--- config.mk ---
export PLATFORM = sky130hd
export DESIGN_NAME = uart_rx_framer
export DESIGN_NICKNAME = d
export VERILOG_FILES = /design/src/rtl/uart_rx_framer_pkg.sv /design/src/rtl/uart_rx_idle_timer.sv /design/src/rtl/uart_rx_framer.sv
export SDC_FILE = /design/constraint.sdc
export NUM_CORES = 1
export LEC_CHECK = 0
export ABC_CLOCK_PERIOD_IN_PS = 3700
export BUFFER_PORTS_ARGS = -buffer_cell sky130_fd_sc_hd__buf_2
export CORE_AREA = 3 3 90 92
export DETAILED_ROUTE_END_ITERATION = 10
export DIE_AREA = 0 0 93 95
export GPL_TIMING_DRIVEN = 1
export HOLD_SLACK_MARGIN = 0.02
export PLACE_DENSITY_LB_ADDON = 0.05
export SLEW_MARGIN = 20
export SYNTH_ARGS = -nofsm -noshare
export SYNTH_HDL_FRONTEND = slang
export SYNTH_SLANG_ARGS = --single-unit
export TNS_END_PERCENT = 1
--- constraint.sdc ---
create_clock -name clk -period 3.7 [get_ports clk]
set_input_delay 0.185 -clock clk [delete_from_list [all_inputs] [get_ports clk]]
set_output_delay 0.185 -clock clk [all_outputs]
set_load 0.005 [all_outputs]
--- src/rtl/uart_rx_framer_pkg.sv ---
// rtl/uart_rx_framer_pkg.sv - shared types and constants for the UART receive framer
package uart_rx_framer_pkg;

  // Frame assembly states
  typedef enum logic [1:0] {
    IDLE    = 2'd0,
    COLLECT = 2'd1,
    FULL    = 2'd2
  } state_e;

  localparam int BYTE_W          = 8;
  localparam int DEFAULT_N       = 10;
  localparam int DEFAULT_TIMEOUT = 1000;

endpackage

--- src/rtl/uart_rx_idle_timer.sv ---
// rtl/uart_rx_idle_timer.sv - inter-byte idle counter that flags an abandoned partial frame
module uart_rx_idle_timer
  import uart_rx_framer_pkg::*;
#(
  parameter int TIMEOUT = DEFAULT_TIMEOUT
) (
  input  logic clk,
  input  logic rst_n,
  input  logic clr,
  input  logic en,
  output logic expired
);

  // Holds TIMEOUT-1 at most; expiry is taken on the cycle that would reach TIMEOUT
  localparam int CNT_W = (TIMEOUT > 2) ? $clog2(TIMEOUT) : 1;

  logic [CNT_W-1:0] count_q;
  logic [CNT_W-1:0] count_d;

  // A byte (clr) always wins over expiry so a late byte is never discarded
  assign expired = en && !clr && (count_q == CNT_W'(TIMEOUT - 1));

  // Next count: restart on a byte, when disabled, or after firing
  always_comb begin
    count_d = count_q + CNT_W'(1);
    if (!en || clr || expired) begin
      count_d = '0;
    end
  end

  // Counter register
  always_ff @(posedge clk or negedge rst_n) begin
    if (!rst_n) begin
      count_q <= '0;
    end else begin
      count_q <= count_d;
    end
  end

endmodule

--- src/rtl/uart_rx_framer.sv ---
// rtl/uart_rx_framer.sv - packs N received UART bytes into one frame; idle timeout under UART_RX_FRAMER_TIMEOUT_EN
module uart_rx_framer
  import uart_rx_framer_pkg::*;
#(
  parameter int N       = DEFAULT_N,
  parameter int TIMEOUT = DEFAULT_TIMEOUT
) (
  input  logic                  clk,
  input  logic                  rst_n,
  input  logic [BYTE_W-1:0]     i_data,
  input  logic                  i_valid,
  input  logic                  i_frame_ready,
  output logic [N*BYTE_W-1:0]   o_frame,
  output logic                  o_frame_valid,
  output logic [$clog2(N)-1:0]  o_sel,
  output logic                  o_busy,
  output logic                  o_overrun,
  output logic                  o_timeout
);

  localparam int SEL_W = $clog2(N);

  logic [1:0]                   rst_sync_q;
  logic                         rst_sync_n;
  state_e                       state_q;
  logic [SEL_W-1:0]             sel_q;
  logic [N-1:0][BYTE_W-1:0]     frame_q;
  logic                         valid_q;
  logic                         busy_q;
  logic                         overrun_q;

  // Reset asserts immediately but releases two clocks after rst_n rises
  always_ff @(posedge clk or negedge rst_n) begin
    if (!rst_n) begin
      rst_sync_q <= 2'b00;
    end else begin
      rst_sync_q <= {rst_sync_q[0], 1'b1};
    end
  end

  assign rst_sync_n = rst_sync_q[1];

`ifdef UART_RX_FRAMER_TIMEOUT_EN
  logic timer_expired;
  logic timeout_q;

  uart_rx_idle_timer #(
    .TIMEOUT (TIMEOUT)
  ) u_idle_timer (
    .clk     (clk),
    .rst_n   (rst_sync_n),
    .clr     (i_valid),
    .en      (state_q == COLLECT),
    .expired (timer_expired)
  );

  assign o_timeout = timeout_q;
`else
  assign o_timeout = 1'b0;
`endif

  // Frame assembly FSM; every output comes straight from a register
  always_ff @(posedge clk or negedge rst_sync_n) begin
    if (!rst_sync_n) begin
      state_q   <= IDLE;
      sel_q     <= '0;
      frame_q   <= '0;
      valid_q   <= 1'b0;
      busy_q    <= 1'b0;
      overrun_q <= 1'b0;
`ifdef UART_RX_FRAMER_TIMEOUT_EN
      timeout_q <= 1'b0;
`endif
    end else begin
      overrun_q <= 1'b0;
`ifdef UART_RX_FRAMER_TIMEOUT_EN
      timeout_q <= 1'b0;
`endif
      case (state_q)
        IDLE: begin
          if (i_valid) begin
            frame_q[0] <= i_data;
            sel_q      <= SEL_W'(1);
            busy_q     <= 1'b1;
            state_q    <= COLLECT;
          end
        end

        COLLECT: begin
          if (i_valid) begin
            frame_q[sel_q] <= i_data;
            if (sel_q == SEL_W'(N - 1)) begin
              sel_q   <= '0;
              busy_q  <= 1'b0;
              valid_q <= 1'b1;
              state_q <= FULL;
            end else begin
              sel_q <= sel_q + SEL_W'(1);
            end
`ifdef UART_RX_FRAMER_TIMEOUT_EN
          end else if (timer_expired) begin
            sel_q     <= '0;
            busy_q    <= 1'b0;
            timeout_q <= 1'b1;
            state_q   <= IDLE;
`endif
          end
        end

        FULL: begin
          if (i_frame_ready) begin
            valid_q <= 1'b0;
            if (i_valid) begin
              // Handshake and first byte of the next frame share this cycle
              frame_q[0] <= i_data;
              sel_q      <= SEL_W'(1);
              busy_q     <= 1'b1;
              state_q    <= COLLECT;
            end else begin
              sel_q   <= '0;
              state_q <= IDLE;
            end
          end else if (i_valid) begin
            // Frame is still owned by the consumer; the byte has nowhere to go
            overrun_q <= 1'b1;
          end
        end

        default: begin
          sel_q   <= '0;
          busy_q  <= 1'b0;
          valid_q <= 1'b0;
          state_q <= IDLE;
        end
      endcase
    end
  end

  assign o_frame       = frame_q;
  assign o_frame_valid = valid_q;
  assign o_sel         = sel_q;
  assign o_busy        = busy_q;
  assign o_overrun     = overrun_q;

endmodule

; ---- After elaboration in Yosys (flattened, before gate mapping)
; Index checks and enable logic that the tools add are counted.
; W data, S select, Z words.
[word_totals]
word_cells = 67
reg_bits = 91
[classes]
eq_ne = 7
bitwise = 1
n_mux = 31
n_addsub = 1
magnitude_cmp = 2
n_reduce_logical = 9
[ops]
columns = op, n
row1 = $bwmux W80, 1
row2 = $demux W8 S4, 1
row3 = $mux W8, 4
row4 = $pmux W8 S3, 1
row5 = $mux W4, 4
row6 = $mux W1, 12
row7 = $pmux W4 S3, 1
row8 = $reduce_and A3 Y1, 3
row9 = $mux W2, 4
row10 = $ne A2 B2 Y1 const B, 4
row11 = $reduce_and A4 Y1, 2
row12 = $pmux W1 S3, 2
row13 = $pmux W2 S3, 1
row14 = $lt A4 B5 Y1 const B, 1
row15 = $add A4 B1 Y4 const B, 1
row16 = $eq A4 B4 Y1 const B, 1
row17 = $ge A4 B1 Y1 const B, 1
row18 = $reduce_bool A3 Y1, 1
row19 = $eq A2 B1 Y1 const B, 1
row20 = $eq A2 B2 Y1 const B, 1
row21 = $logic_not A2 Y1, 1
row22 = $reduce_and A2 Y1, 1
row23 = $logic_and A1 B1 Y1, 1
row24 = $not A1 Y1, 1

; ---- Depth between registers and ports, before layout
[logic_depth]
ltp_word = 7
depth_mapped = 5

; ---- Worst setup path before layout
; No wires, ideal clock.
[synth_timing]
path_kind = reg2reg
start = reg sel_q[2] (netlist: o_sel[2])
end = reg frame_q, in the netlist o_frame[64]
n_path_buf = 2
setup_ns = 0.125
path_slack_ns = 1.957
path_stages_with_launch = 6
required_time_ns = 3.575
arrival_ns = 1.618
cell_sequence = dfrtp_1 buf_2 nand2b_1 or4_1 buf_4 mux2_4
[synth_via]
elab_chain_len = 5
elab_cells_between_ends = 6
[synth_rtl]
columns = item, line
row1 = "start, declared", uart_rx_framer.sv:26  ; logic [SEL_W-1:0] sel_q;
row2 = "start signal, assigned", uart_rx_framer.sv:98  ; sel_q <= sel_q + SEL_W'(1);
row3 = $lt A4 B5 Y1 (not written as such) / $ge A4 B1 Y1 (equally long branches), uart_rx_framer.sv:91  ; frame_q[sel_q] <= i_data;
row4 = $logic_and A1 B1 Y1 (not written as such), uart_rx_framer.sv:91
row5 = $mux W8 (not written as such), uart_rx_framer.sv:91
row6 = $demux W8 S4 (*), uart_rx_framer.sv:91
row7 = $bwmux W80 (*), uart_rx_framer.sv:91
row8 = "end signal, assigned by index", uart_rx_framer.sv:91
row9 = "end, declared", uart_rx_framer.sv:27  ; logic [N-1:0][BYTE_W-1:0] frame_q;
; Every way passes the cells marked *; elsewhere a longest branch is shown, timed or not.
; A chain may end at the register's enable or synchronous reset.

; ---- Worst setup path after layout
[layout_timing]
start = reg state_q[0]
end = reg frame_q, in the netlist o_frame[66]
[layout_via]
elab_chain_len = 2
[layout_rtl]
columns = item, line
row1 = "start, declared", uart_rx_framer.sv:25  ; state_e state_q;
row2 = "start signal, assigned", uart_rx_framer.sv:65  ; state_q <= IDLE;
row3 = "start signal, assigned", uart_rx_framer.sv:85  ; state_q <= COLLECT;
row4 = "start signal, assigned", uart_rx_framer.sv:96  ; state_q <= FULL;
row5 = $eq A2 B1 Y1, uart_rx_framer.sv:79  ; case (state_q)
row6 = $reduce_and A2 Y1 (no line), --
; Every way passes these cells.

==> impl_metrics.csv <==
group,metric,value,unit
synth,ys_types,39,
power,p_comb_share,35.6,%
timing,slew_headroom,53.7,%
grt,antenna_found_initial,0,
floorplan,die_w,93,µm
critical_path,required,3.93,ns
synth,synth_fa_ha_area_share,0,%
floorplan,ios,100,
grt,grt_start_max_net_pins,90,
synth,yosys_register_bits,91,
drt,ant_nets,0,
placed_design,portBuffers,98,
synth,synth_edf_count,0,
final_layout,final_common_cell,"buf_2",
cts,htree_levels,3,
synth,avgSynthCellArea,14.2,µm²
timing,worst_slew_pin_slew,0.694,ns
drt,detail_route.wirelength,8460,µm
timing,rsz0062_at_grt,"no",
drt,drt_pass1_iterations,4,
cts,clockBufferDepth,2,
cts,cts.clk_slew.worst_paths,0.09,ns
critical_path,start_kind,"flop",
power,p_int,2700,µW
synth,synth_top_family_by_area,"multiplexers",
cts,cts_tree,"yes",
synth,syn_nets,287,
power,power_density,842,nW/µm²
placed_design,dp_hpwl,5610,µm
synth,async_flop_share,100,%
final_layout,fillers,615,
final_layout,final_cell_mix,"98 x buf_2, 90 x dfrtp_1, 48 x mux2_2",
power,ir_drop,0.394,mV
drt,dr_total_vias,2550,
drt,wl_per_cell,18.2,µm
floorplan,dieArea,8840,µm²
timing,holdWs,0.132,ns
drt,drc,0,
power,p_switching,1220,µW
final_layout,n_antenna_cell,0,
synth,yosys.area_share.simple,8.32,%
final_layout,drive_gt1_share,53.0,%
hold_path,hp-class,"input port to async pin",
critical_path,critical_path_class,"flop to flop",
cts,cts_inserted_buffers,9,
drt,vias_per_cell,5.48,
timing,finalSetupTns,0,ns
grt,grt-ovfl-total,0,
critical_path,cp-end-kind,"flop",
floorplan,initial_utilization,53.4,%
cts,clock_latency,0.35,ns
timing,hold_viol,0,
synth,yosys.area_share.xor_xnor,0,%
synth,synth.yosys.seq_area_share,58.4,%
synth,synth_compound_area_share,6.65,%
floorplan,core_area,7290,µm²
run,drv_cap,0,
timing,drv_slew,0,
synth,syn_inst,275,
status,status,"finished clean",
floorplan,die_h,95,µm
drt,drt-initial-drc-count,170,
placed_design,gp_congestion,0.805,
cts,cts_setup_buffers,0,
grt,track_usage,20.2,%
cts,cts_sinks,91,
power,p_seq_share,45.7,%
synth,muxShareOfSynthArea,23.1,%
power,clock_power_share,18.7,%
final_layout,area_growth,19.5,%
timing,clock_skew,0.0107,ns
timing,finalSetupViolations,0,
floorplan,fp-row-count,31,
synth,syn_area,3900,µm²
power,power.leakage,0.00232,µW
synth,synth_flop_cell,"dfrtp_1",
timing,fin_crit,2.30,ns
timing,max_freq,0.434,GHz
power,switching_share,31.1,%
synth,yosys_warnings,0,
final_layout,fin_nets,374,
grt,grt_pass1_wl,13400,µm
cts,cts_root_buf,"clkbuf_8",
grt,grt_pass1_vias,2506,
timing,final.period_utilization,62.2,%
critical_path,worst-path-max-fanout,23,
critical_path,crit_arrival,2.54,ns
## power by group through the flow
stage	sequential, µW	combinational, µW	clock [µW]
after floorplan	1770	844	0
after global placement	1800	1380	0
after detailed placement	1820	1410	0
after CTS	1800	1410	760
after global routing	1860	1540	793
final	1790	1400	732
## Yosys cell counts (2+ instances only)
master / instances / area [µm²]
buf_1: 9 / 33.8
buf_2: 3 / 15.0
buf_4: 5 / 37.5
clkbuf_1: 7 / 26.3
conb_1: 2 / 7.51
dfrtp_1: 91 / 2280
inv_1: 4 / 15.0
mux2_2: 48 / 541
mux2_4: 24 / 360
nand2_1: 9 / 33.8
nand2b_1: 11 / 68.8
nand3_1: 2 / 10.0
nand4_1: 3 / 18.8
nor2_1: 4 / 15.0
nor2b_1: 4 / 25.0
nor3b_1: 2 / 15.0
o211ai_1: 9 / 67.6
o21ai_0: 5 / 25.0
o221ai_1: 8 / 70.1
o22ai_1: 2 / 12.5
or2_2: 2 / 12.5
or4_1: 4 / 30.0
## final cells by class
type                            instances  area (µm²)  share of cell area, %
Sequential cell                        91        2280                   49.0
Multi-Input combinational cell        156        1490                   32.0
Timing Repair Buffer                  100         520                   11.2
Clock buffer                           10         138                   2.96
Tap cell                               99         124                   2.66
Clock inverter                          5        85.1                   1.83
Inverter                                4        15.0                  0.323
## critical path, stage by stage, from the launching register on
cell	delay (ns)
dfrtp_1	0.79
nand3b_4	0.23
or4_1	0.78
mux2_4	0.38
## final timing paths
path | from | to | slack, ns | cells past startpoint
hold / removal | rst_n | rst_sync_q[1] | 0.13 | 2
max in group asynchronous | rst_sync_q[1] | o_frame[8] | 2.72 | 1
hold reg to reg | rst_sync_q[1] | o_frame[17] | 0.33 | 0
min in group clk | i_data[1] | o_frame[1] | 0.24 | 3
setup reg to reg | state_q[0] | o_frame[66] | 1.40 | 3
setup / recovery | state_q[0] | o_frame[66] | 1.40 | 3
## layer usage
| layer | part of all wire, % | global-route usage [%] | vias to the layer above |
|---|---|---|---|
| li1 | - | - | 1154 |
| met1 | 45 | 28.1 | 1312 |
| met2 | 48 | 31.3 | 78 |
| met3 | 6.0 | 4.46 | 6 |
| met4 | 0.97 | 7.33 | 0 |
| met5 | 0 | 0 | - |
## through the flow
step           total power (µW)  cells  util, %  setup slack, ns  cell area [µm²]
5_1_grt                    4190    465     63.8             1.25             4650
4_1_cts                    3980    464     63.6             1.40             4630
3_5_place_dp               3230    448     60.4             1.40             4400
6_report                   3920    465     63.8             1.40             4650
3_3_place_gp               3180    448     60.4             1.46             4400
2_1_floorplan              2610    275        -            0.978             3900
## kinds of logic (layout without fill, tap and decap cells)
| family | count (synthesis) | in the layout |
|---|---|---|
| flops | 91 | 91 |
| mux | 72 | 72 |
| simple gates | 48 | 48 |
| compound gates | 34 | 34 |
| buf+inv | 28 | 119 |
| other cells | 2 | 2 |
## state kept, by name (all words and copies together), names as in the netlist
signal	flops
o_sel	4
rst_sync_q	2
o_busy	1
o_frame	80
o_overrun	1
state_q	2
o_frame_valid	1
## timing repair
item                                    in CTS  in global routing
endpoints found under the setup margin       0                  0
gates resized for setup                      0                  0
endpoints found under the hold margin        2                  0
hold buffers                                 1                  0
Power figures use the tool's default switching activity.
